**config.mk**
```make
export PLATFORM = sky130hd
export DESIGN_NAME = rr_grant_arbiter_flat
export DESIGN_NICKNAME = d
export VERILOG_FILES = /design/src/rtl/rr_grant_arbiter_pkg.sv /design/src/rtl/rr_grant_arbiter_if.sv /design/src/rtl/rr_grant_arbiter_onehot_to_bin.sv /design/src/rtl/rr_grant_arbiter.sv /design/src/flat_wrapper.sv
export SDC_FILE = /design/constraint.sdc
export NUM_CORES = 1
export LEC_CHECK = 0
export ABC_AREA = 1
export ABC_CLOCK_PERIOD_IN_PS = 4900
export CORE_ASPECT_RATIO = 1.4
export CORE_MARGIN = 1.5
export CORE_UTILIZATION = 25
export DETAILED_ROUTE_END_ITERATION = 7
export HOLD_SLACK_MARGIN = 0.05
export MAX_ROUTING_LAYER = met4
export PLACE_DENSITY = 0.41
export SYNTH_ARGS = -nofsm -noshare
export SYNTH_HDL_FRONTEND = slang
export SYNTH_SLANG_ARGS = --single-unit
export TNS_END_PERCENT = 50
```
**constraint.sdc**
```tcl
create_clock -name clk -period 4.9 [get_ports clk]
set_input_delay 0.98 -clock clk [delete_from_list [all_inputs] [get_ports clk]]
set_output_delay 0.98 -clock clk [all_outputs]
set_load 0.05 [all_outputs]
```
**src/rtl/rr_grant_arbiter_pkg.sv**
```systemverilog
// ----------------------------------------------------------------------------
// spmv_arb_pkg
// Shared types and helpers for the SpMV resource arbiter.
//   arb_state_e : arbiter FSM states (IDLE, BUSY)
//   clog2()     : constant ceil(log2(n)), used to size binary grant indices
// ----------------------------------------------------------------------------
package spmv_arb_pkg;

   typedef enum logic {
      IDLE = 1'b0,
      BUSY = 1'b1
   } arb_state_e;

   // Returns 1 for n <= 2 so an index field is never zero-width.
   function automatic int clog2(input int n);
      int w;
      w = 1;
      while ((1 << w) < n) w++;
      return w;
   endfunction

endpackage

```
**src/rtl/rr_grant_arbiter_if.sv**
```systemverilog
// ----------------------------------------------------------------------------
// rr_grant_arbiter_if
// Request/grant bundle between requesters and the round-robin arbiter.
//   req         : level request, one bit per requester
//   grant       : registered one-hot (or zero) owner vector
//   grant_idx   : binary index of the set grant bit, 0 when idle
//   grant_valid : OR of grant
//   burst_cnt   : cycles the current owner has held the grant, 0 when idle
// Modports: master = requester side, slave = arbiter side.
// ----------------------------------------------------------------------------
interface rr_grant_arbiter_if
   import spmv_arb_pkg::*;
#(
   parameter int NUM_REQ   = 8,
   parameter int IDX_WIDTH = clog2(NUM_REQ),
   parameter int CNT_WIDTH = 5
);

   logic [NUM_REQ-1:0]   req;
   logic [NUM_REQ-1:0]   grant;
   logic [IDX_WIDTH-1:0] grant_idx;
   logic                 grant_valid;
   logic [CNT_WIDTH-1:0] burst_cnt;

   modport master (
      output req,
      input  grant, grant_idx, grant_valid, burst_cnt
   );

   modport slave (
      input  req,
      output grant, grant_idx, grant_valid, burst_cnt
   );

endinterface

```
**src/rtl/rr_grant_arbiter_onehot_to_bin.sv**
```systemverilog
// ----------------------------------------------------------------------------
// onehot_to_bin
// Converts a one-hot (or all-zero) vector to its binary index.
//   onehot_i : one-hot input, ONEHOT_WIDTH bits
//   bin_o    : binary index, BIN_WIDTH bits; 0 for an all-zero input
// Pure OR-reduction: each index bit is the OR of the one-hot bits whose
// position has that bit set, so no priority chain is built.
// ----------------------------------------------------------------------------
module onehot_to_bin
   import spmv_arb_pkg::*;
#(
   parameter int ONEHOT_WIDTH = 8,
   parameter int BIN_WIDTH    = clog2(ONEHOT_WIDTH)
) (
   input  logic [ONEHOT_WIDTH-1:0] onehot_i,
   output logic [BIN_WIDTH-1:0]    bin_o
);

   always_comb begin
      bin_o = '0;
      for (int i = 0; i < ONEHOT_WIDTH; i++) begin
         if (onehot_i[i]) bin_o = bin_o | BIN_WIDTH'(i);
      end
   end

endmodule

```
**src/rtl/rr_grant_arbiter.sv**
```systemverilog
// ----------------------------------------------------------------------------
// rr_grant_arbiter
// Round-robin arbiter with burst limit sharing one SpMV datapath resource
// between NUM_REQ requesters. The owner keeps the grant while it requests,
// for at most MAX_BURST cycles, after which ownership rotates.
//   clk : sole clock, rising edge
//   rst : synchronous, active-high reset
//   bus : rr_grant_arbiter_if.slave (req in; grant, grant_idx,
//         grant_valid, burst_cnt out)
// ----------------------------------------------------------------------------
module rr_grant_arbiter
   import spmv_arb_pkg::*;
#(
   parameter int NUM_REQ   = 8,
   parameter int IDX_WIDTH = clog2(NUM_REQ),
   parameter int MAX_BURST = 16,
   parameter int CNT_WIDTH = 5
) (
   input  logic                clk,
   input  logic                rst,
   rr_grant_arbiter_if.slave   bus
);

   localparam logic [CNT_WIDTH-1:0] CNT_MAX = CNT_WIDTH'(MAX_BURST);
   localparam logic [CNT_WIDTH-1:0] CNT_ONE = CNT_WIDTH'(1);
   localparam logic [NUM_REQ-1:0]   LAST_RST = {1'b1, {(NUM_REQ-1){1'b0}}};

   arb_state_e           state_q, state_d;
   logic [NUM_REQ-1:0]   grant_q, grant_d;
   logic [NUM_REQ-1:0]   last_q, last_d;
   logic [CNT_WIDTH-1:0] cnt_q, cnt_d;

   logic [NUM_REQ-1:0]   pick_all;   // winner among all requests
   logic [NUM_REQ-1:0]   pick_oth;   // winner with current holder masked off
   logic                 hold_req;   // holder still requesting

   // Circular priority starting one bit after `last`. The request vector is
   // doubled so the borrow of (req - base) can ripple past the top bit and
   // wrap to bit 0; folding the two halves back gives the one-hot winner.
   function automatic logic [NUM_REQ-1:0] rr_pick(
      input logic [NUM_REQ-1:0] r,
      input logic [NUM_REQ-1:0] last
   );
      logic [NUM_REQ-1:0]   base;
      logic [2*NUM_REQ-1:0] dbl;
      logic [2*NUM_REQ-1:0] win;
      base = {last[NUM_REQ-2:0], last[NUM_REQ-1]};
      dbl  = {r, r};
      win  = dbl & ~(dbl - {{NUM_REQ{1'b0}}, base});
      return win[NUM_REQ-1:0] | win[2*NUM_REQ-1:NUM_REQ];
   endfunction

   assign pick_all = rr_pick(bus.req, last_q);
   assign pick_oth = rr_pick(bus.req & ~grant_q, last_q);
   assign hold_req = |(bus.req & grant_q);

   always_ff @(posedge clk) begin
      if (rst) begin
         state_q <= IDLE;
         grant_q <= '0;
         last_q  <= LAST_RST;
         cnt_q   <= '0;
      end else begin
         state_q <= state_d;
         grant_q <= grant_d;
         last_q  <= last_d;
         cnt_q   <= cnt_d;
      end
   end

   always_comb begin
      state_d = state_q;
      grant_d = grant_q;
      last_d  = last_q;
      cnt_d   = cnt_q;
      unique case (state_q)
         IDLE: begin
            if (|bus.req) begin
               state_d = BUSY;
               grant_d = pick_all;
               last_d  = pick_all;
               cnt_d   = CNT_ONE;
            end
         end
         BUSY: begin
            if (!hold_req) begin
               // Release wins over expiry; req already excludes the holder.
               if (|pick_all) begin
                  grant_d = pick_all;
                  last_d  = pick_all;
                  cnt_d   = CNT_ONE;
               end else begin
                  state_d = IDLE;
                  grant_d = '0;
                  cnt_d   = '0;
               end
            end else if (cnt_q < CNT_MAX) begin
               cnt_d = cnt_q + CNT_ONE;
            end else if (|pick_oth) begin
               grant_d = pick_oth;
               last_d  = pick_oth;
               cnt_d   = CNT_ONE;
            end else begin
               // Sole requester at the limit: fresh ownership, same grant.
               cnt_d = CNT_ONE;
            end
         end
         default: begin
            state_d = IDLE;
            grant_d = '0;
            cnt_d   = '0;
         end
      endcase
   end

   assign bus.grant       = grant_q;
   assign bus.grant_valid = |grant_q;
   assign bus.burst_cnt   = cnt_q;

   onehot_to_bin #(
      .ONEHOT_WIDTH (NUM_REQ),
      .BIN_WIDTH    (IDX_WIDTH)
   ) u_idx (
      .onehot_i (grant_q),
      .bin_o    (bus.grant_idx)
   );

endmodule

```
**src/flat_wrapper.sv**
```systemverilog
// flat-port wrapper written by rule: the top's interface ports become plain ports
module rr_grant_arbiter_flat import spmv_arb_pkg::*;
#(
   parameter int NUM_REQ   = 8,
   parameter int IDX_WIDTH = clog2(NUM_REQ),
   parameter int MAX_BURST = 16,
   parameter int CNT_WIDTH = 5
)
  (clk, rst, bus_req, bus_grant, bus_grant_idx, bus_grant_valid, bus_burst_cnt);
  rr_grant_arbiter_if #(.NUM_REQ(NUM_REQ), .IDX_WIDTH(IDX_WIDTH), .CNT_WIDTH(CNT_WIDTH)) bus_i ();
  input  logic clk;
  input  logic rst;
  input wire logic [$bits(bus_i.req)-1:0] bus_req;
  output wire logic [$bits(bus_i.grant)-1:0] bus_grant;
  output wire logic [$bits(bus_i.grant_idx)-1:0] bus_grant_idx;
  output wire logic [$bits(bus_i.grant_valid)-1:0] bus_grant_valid;
  output wire logic [$bits(bus_i.burst_cnt)-1:0] bus_burst_cnt;
  assign bus_i.req = bus_req;
  assign bus_grant = bus_i.grant;
  assign bus_grant_idx = bus_i.grant_idx;
  assign bus_grant_valid = bus_i.grant_valid;
  assign bus_burst_cnt = bus_i.burst_cnt;
  rr_grant_arbiter #(.NUM_REQ(NUM_REQ), .IDX_WIDTH(IDX_WIDTH), .MAX_BURST(MAX_BURST), .CNT_WIDTH(CNT_WIDTH)) u_core (.clk(clk), .rst(rst), .bus(bus_i));
endmodule
```
Word level (Yosys, flattened, before mapping). Index checks and enable logic that the tools add are counted.

Output and inout bits: 17. Logic and storage cells: 54. Bits in registers: 22.

Eq/ne operators: 4. Muxes and demuxes: 25. Magnitude comparators: 1. Reductions and logical operators: 7. Bitwise gates (word level): 10. Add/sub/neg operators: 3.

Operators with widths (count): 2-to-1 mux 8 bit (7); OR reduction 8 bit (5); AND 16 bit (2); NOT 16 bit (2); one-hot mux 8 bit (2 select lines) (2); subtractor 16 x 8 -> 16 bit (2); AND 8 bit (2); OR 8 bit (2); 2-to-1 mux 5 bit (3); 2-to-1 mux 3 bit (4); one-hot mux 5 bit (2 select lines) (1); inequality test 3 bit (second input constant) (3); NOT 8 bit (1); adder 5 x 1 -> 5 bit (second input constant) (1); less-than comparator 5 bit (second input constant) (1); 2-to-1 mux 1 bit (5); 2-to-1 mux 2 bit (2); AND reduction 4 bit (1); AND reduction 3 bit (1); inequality test 2 x 1 -> 1 bit (second input constant) (1); one-hot mux 1 bit (2 select lines) (1); NOT 1 bit (1).

Logic depth before layout (Yosys ltp).
Depth in word-level cells: 11. Mapped depth: 22. Gate-level depth less buffers: 22.

By module. A second synthesis with hierarchy kept.

Cells, all modules: 485. Area, all modules: 2598.7 µm².

By module, submodules not included: rr_grant_arbiter (area an instance 2566.2 µm², instances 1, sequential area each 440.4 µm², cells each 477); onehot_to_bin (area an instance 32.5 µm², instances 1, sequential area each 0.0 µm², cells each 8).

Worst setup path after synthesis. Ideal clock, no wire load.

Path type: input port to flip-flop. Start: input bus_req[1]. End: register u_core.last_q[0]. Library setup time: 0.128 ns. Arrival time: 2.757 ns. Required time: 4.772 ns. Cell stages on the path: 16. Slack: 2.015 ns. Path through: inv_2 fa_1 o21ai_2 nand2_1 nand2_1 nand2_1 nand2_1 nand2_1 nand2_1 nand2_1 nor2_1 nand4_2 nand3_2 nand2_1 nand2_1 nor2_1.

Word-level cells in the longest chain between the ends: 9. Elaborated cells on any way between the ends: 25. Those cells by class: 2 x add/sub; 4 x eq/ne; 6 x mux; 8 x bitwise; 5 x reduce/logical.

Ends and longest elaborated chain: start, declared (line flat_wrapper.sv:13) `input wire logic [$bits(bus_i.req)-1:0] bus_req;`; AND 8 bit (line rr_grant_arbiter.sv:54) `assign pick_oth = rr_pick(bus.req & ~grant_q, last_q);`; subtractor 16 x 8 -> 16 bit (line rr_grant_arbiter.sv:49) `win = dbl & ~(dbl - {{NUM_REQ{1'b0}}, base});`; NOT 16 bit (line rr_grant_arbiter.sv:49); AND 16 bit (line rr_grant_arbiter.sv:49); OR 8 bit (line rr_grant_arbiter.sv:50) `return win[NUM_REQ-1:0] | win[2*NUM_REQ-1:NUM_REQ];`; 2-to-1 mux 8 bit (line rr_grant_arbiter.sv:99) `end else if (|pick_oth) begin`; 2-to-1 mux 8 bit (line rr_grant_arbiter.sv:97) `end else if (cnt_q < CNT_MAX) begin`; 2-to-1 mux 8 bit (line rr_grant_arbiter.sv:86) `if (!hold_req) begin`; one-hot mux 8 bit (2 select lines) (line rr_grant_arbiter.sv:76) `unique case (state_q)`; end signal, assigned (line rr_grant_arbiter.sv:66) `last_q <= last_d;`; end, declared (line rr_grant_arbiter.sv:30) `logic [NUM_REQ-1:0] last_q, last_d;`.

Several ways; a longest one is shown, not always the timed one. The select of a mux whose other input is x is not followed. A chain may end at the register's enable or synchronous reset.

Worst setup path after layout.
Start: input bus_req[1]. End: register u_core.last_q[6].

The elaborated chain is that of the path after synthesis.

==> qor.txt <==
==================================================================================================
Status                                                                                finished, final reports clean
Fraction of final layout cells with drive strength greater than 1                            9.27%
Area inside the core boundary                                                             9560 µm²
Part of the Yosys area used for sequential elements                                          17.8%
Root Buffer Master                                                                    sky130_fd_sc_hd__clkbuf_16
X dimension of the die                                                                     87.2 µm
Final period util                                                                            75.6%
All-Layer GR Usage                                                                           18.6%
Routed wirelength normalized by instance count                                             15.4 µm
Internal reg-to-reg setup slack                                                            2.15 ns
Final net count                                                                                480
Number of antenna violations at the first check in global routing                                0
Worst max-slew margin expressed relative to the limit                                        62.0%
Clock transition time at the flip-flop clock pins of the worst setup and hold paths        0.06 ns
Per-cell via count in the routed design                                                       4.71
Worst-case hold slack                                                                     0.500 ns
Number of different library cells in the post-synthesis netlist                                 35
Quantity of hold-fixing buffers added after cts                                                  0
Cell types with the highest counts after synthesis                                    139 x sky130_fd_sc_hd__nand2_1, 52 x sky130_fd_sc_hd__inv_1, 40 x sky130_fd_sc_hd__nor2_1
Pins Over Slew Limit                                                                             0
Number of failing hold endpoints at the final stage                                              0
Later-pin clock latency in the skew report                                                 0.26 ns
Post-CTS setup repair buffer count                                                               0
Kind of end point of the critical path                                                   flip-flop
# diodes                                                                                         0
Maximum number of pins on one net before global-route repair                                    17
Via count of the first global-routing pass                                                    2810
Number of warnings issued by yosys                                                               0
Post-cts repair resize count                                                                     0
Number of DRC violations after detailed routing                                                  0
Most common flop cell mapped by yosys                                                 sky130_fd_sc_hd__dfxtp_1
Min cycle time layout                                                                      3.70 ns
# fillers                                                                                     1087
Net count after synthesis                                                                      451
Wire length of the first global-routing pass                                               14.5 mm
Critical path class                                                                         in2reg
Weighted congestion at the end of routability-driven global placement                        0.927
Number of routed nets with antenna violations                                                    0
Placement row count                                                                             42
Final global-route overflow total                                                                0
Total iterations of the first detailed-routing run                                               5
Initial Util                                                                                 25.9%
Total of endpoints with negative setup slack in the final report                                 0
Number of enable-type register cells in the synthesized netlist                                  0
Final Skew                                                                              0.00134 ns
DRC marker count from the first detailed-route iteration                                       131
Synth top area share                                                                         21.0%
Required arrival time at the worst endpoint                                                5.02 ns
Static leakage                                                                             1.47 nW
HPWL after detailed placement                                                              7.64 mm
Cell area after technology mapping                                                        2480 µm²
Vertical extent of the die                                                                  121 µm
Max cap viols                                                                                    0
Port bufs                                                                                       26
Die area                                                                                 10500 µm²
Slew of the pin with the lowest slew margin                                               0.568 ns
CP startpoint kind                                                                      input port
Final routed wirelength across all metal layers                                            9.03 mm
Sum of negative setup slack                                                                   0 ns
Cell type contributing the most total cell area after synthesis                       sky130_fd_sc_hd__nand2_1
Worst vdd ir                                                                              0.327 mV
H-tree depth reported by CTS                                                                     1
Dominant cells by area after synthesis                                                sky130_fd_sc_hd__nand2_1 21%, sky130_fd_sc_hd__dfxtp_1 18%, sky130_fd_sc_hd__inv_1 7.9%
Dominant cell by count in the synthesized netlist                                     sky130_fd_sc_hd__nand2_1
CTS buffer count                                                                                 3
Peak Freq                                                                                  270 MHz
Worst slack at placement                                                                  0.974 ns
Max FO, Critical Path                                                                            9
Detailed-route via count                                                                      2755
Power Density                                                                           667 nW/µm²
Top-level port count                                                                            27
Area added between synthesis and finish                                                      20.3%
Path type of the worst min-delay path                                                      reg2reg
Clock tree from TritonCTS                                                                    built
Cell count after synthesis                                                                     425
Post-synthesis register bit count                                                               22
Buffer depth of the longest clock path                                                           2
Share of synthesized flip-flops with an asynchronous set or reset                               0%
RSZ-0062 raised after global routing                                                            no
Clock sink total                                                                                22
Crit path DAT                                                                              3.83 ns
Final critical-path setup slack                                                            1.20 ns
Mean cell area of the mapped netlist                                                      5.84 µm²
==================================================================================================
[cell usage in the layout, fill, tap and decap left out, types with 3 or more instances in the layout]
master,netlist,routed
sky130_fd_sc_hd__nor4_1,3,3
sky130_fd_sc_hd__inv_2,8,8
sky130_fd_sc_hd__nand2_1,139,139
sky130_fd_sc_hd__dfxtp_1,22,22
sky130_fd_sc_hd__inv_1,52,52
sky130_fd_sc_hd__clkbuf_16,0,3
sky130_fd_sc_hd__o21ai_0,6,6
sky130_fd_sc_hd__nand2_4,4,4
sky130_fd_sc_hd__nand3_2,4,4
sky130_fd_sc_hd__clkdlybuf4s50_1,0,26
sky130_fd_sc_hd__xor2_1,5,5
sky130_fd_sc_hd__nor2_1,40,40
sky130_fd_sc_hd__o21ai_1,5,5
sky130_fd_sc_hd__a31oi_1,4,4
sky130_fd_sc_hd__nor3_1,5,5
sky130_fd_sc_hd__nand2_2,11,11
sky130_fd_sc_hd__a21oi_1,21,21
sky130_fd_sc_hd__nand4_1,13,13
sky130_fd_sc_hd__ha_1,15,15
sky130_fd_sc_hd__nor2_4,6,6
sky130_fd_sc_hd__nand3_1,36,36
sky130_fd_sc_hd__and3_1,4,4
[critical path: stages]
cell and delay (ns):
sky130_fd_sc_hd__clkdlybuf4s50_1 0.66, sky130_fd_sc_hd__inv_2 0.11, sky130_fd_sc_hd__fa_1 0.48, sky130_fd_sc_hd__o21ai_2 0.24, sky130_fd_sc_hd__nand2_1 0.11, sky130_fd_sc_hd__nand2_1 0.09, sky130_fd_sc_hd__nand2_1 0.07, sky130_fd_sc_hd__nand3_1 0.06
sky130_fd_sc_hd__nand2_1 0.05, sky130_fd_sc_hd__nand2_1 0.08, sky130_fd_sc_hd__nand2_1 0.06, sky130_fd_sc_hd__nor2_1 0.18, sky130_fd_sc_hd__nand4_2 0.25, sky130_fd_sc_hd__nand3_2 0.24, sky130_fd_sc_hd__nand2_1 0.07, sky130_fd_sc_hd__nand2_1 0.06
sky130_fd_sc_hd__nor2_1 0.04
[power by group]
| group | internal (mW) | switching, mW | total, mW |
|---|---|---|---|
| Clock | 0.125 | 0.0679 | 0.193 |
| Sequential | 0.232 | 0.0648 | 0.297 |
| Combinational | 0.481 | 1.02 | 1.50 |
| Total | 0.838 | 1.15 | 1.99 |
[metal layers]
layer	part of all wire (%)	routed length, µm	up-vias	track usage, %
li1	-	-	1440	-
met1	41	3730	1237	21.3
met2	52	4680	59	33.1
met3	3.3	300	19	2.12
met4	3.5	318	0	6.45
met5	0	0	-	-
[registers in the layout, indices dropped and copies added (netlist names)]
signal                flops
u_core.state_q            1
u_core.bus.grant          8
u_core.last_q             8
u_core.bus.burst_cnt      5
[cell type report]
type                       instances  area [µm²]  share of cell area (%)
clock buffer                       4        88.8                    2.98
inverter                          62         233                    7.80
multi-input combinational        338        1790                    59.9
sequential                        22         440                    14.8
tap                              132         165                    5.54
timing repair buffer              27         268                    8.98
[per-stage QoR]
stage,cell area [µm²],power [mW],instances,util (%)
global placement,2890,1.82,581,30.3
finish,2980,1.99,585,31.2
detailed placement,2890,1.80,581,30.3
CTS,2980,2.00,585,31.2
global route,2980,2.18,585,31.2
floorplan,2480,1.38,425,-
[final timing paths]
check | end | cells after the start | startpoint
max | u_core.last_q[6] | 17 | bus_req[1]
max reg2reg | u_core.last_q[6] | 17 | u_core.last_q[7]
min reg2reg | u_core.bus.grant[1] | 2 | u_core.bus.grant[1]
min | u_core.bus.grant[1] | 2 | u_core.bus.grant[1]
[cells by family after synthesis]
| kind of cell | synth area share (%) |
|---|---|
| xor+xnor | 2.47 |
| flops | 17.8 |
| fa+ha+maj | 8.38 |
| simple gates | 51.3 |
| buf+inv | 10.1 |
| compound gates | 9.99 |
No activity file was read; power rests on OpenSTA's default activity.
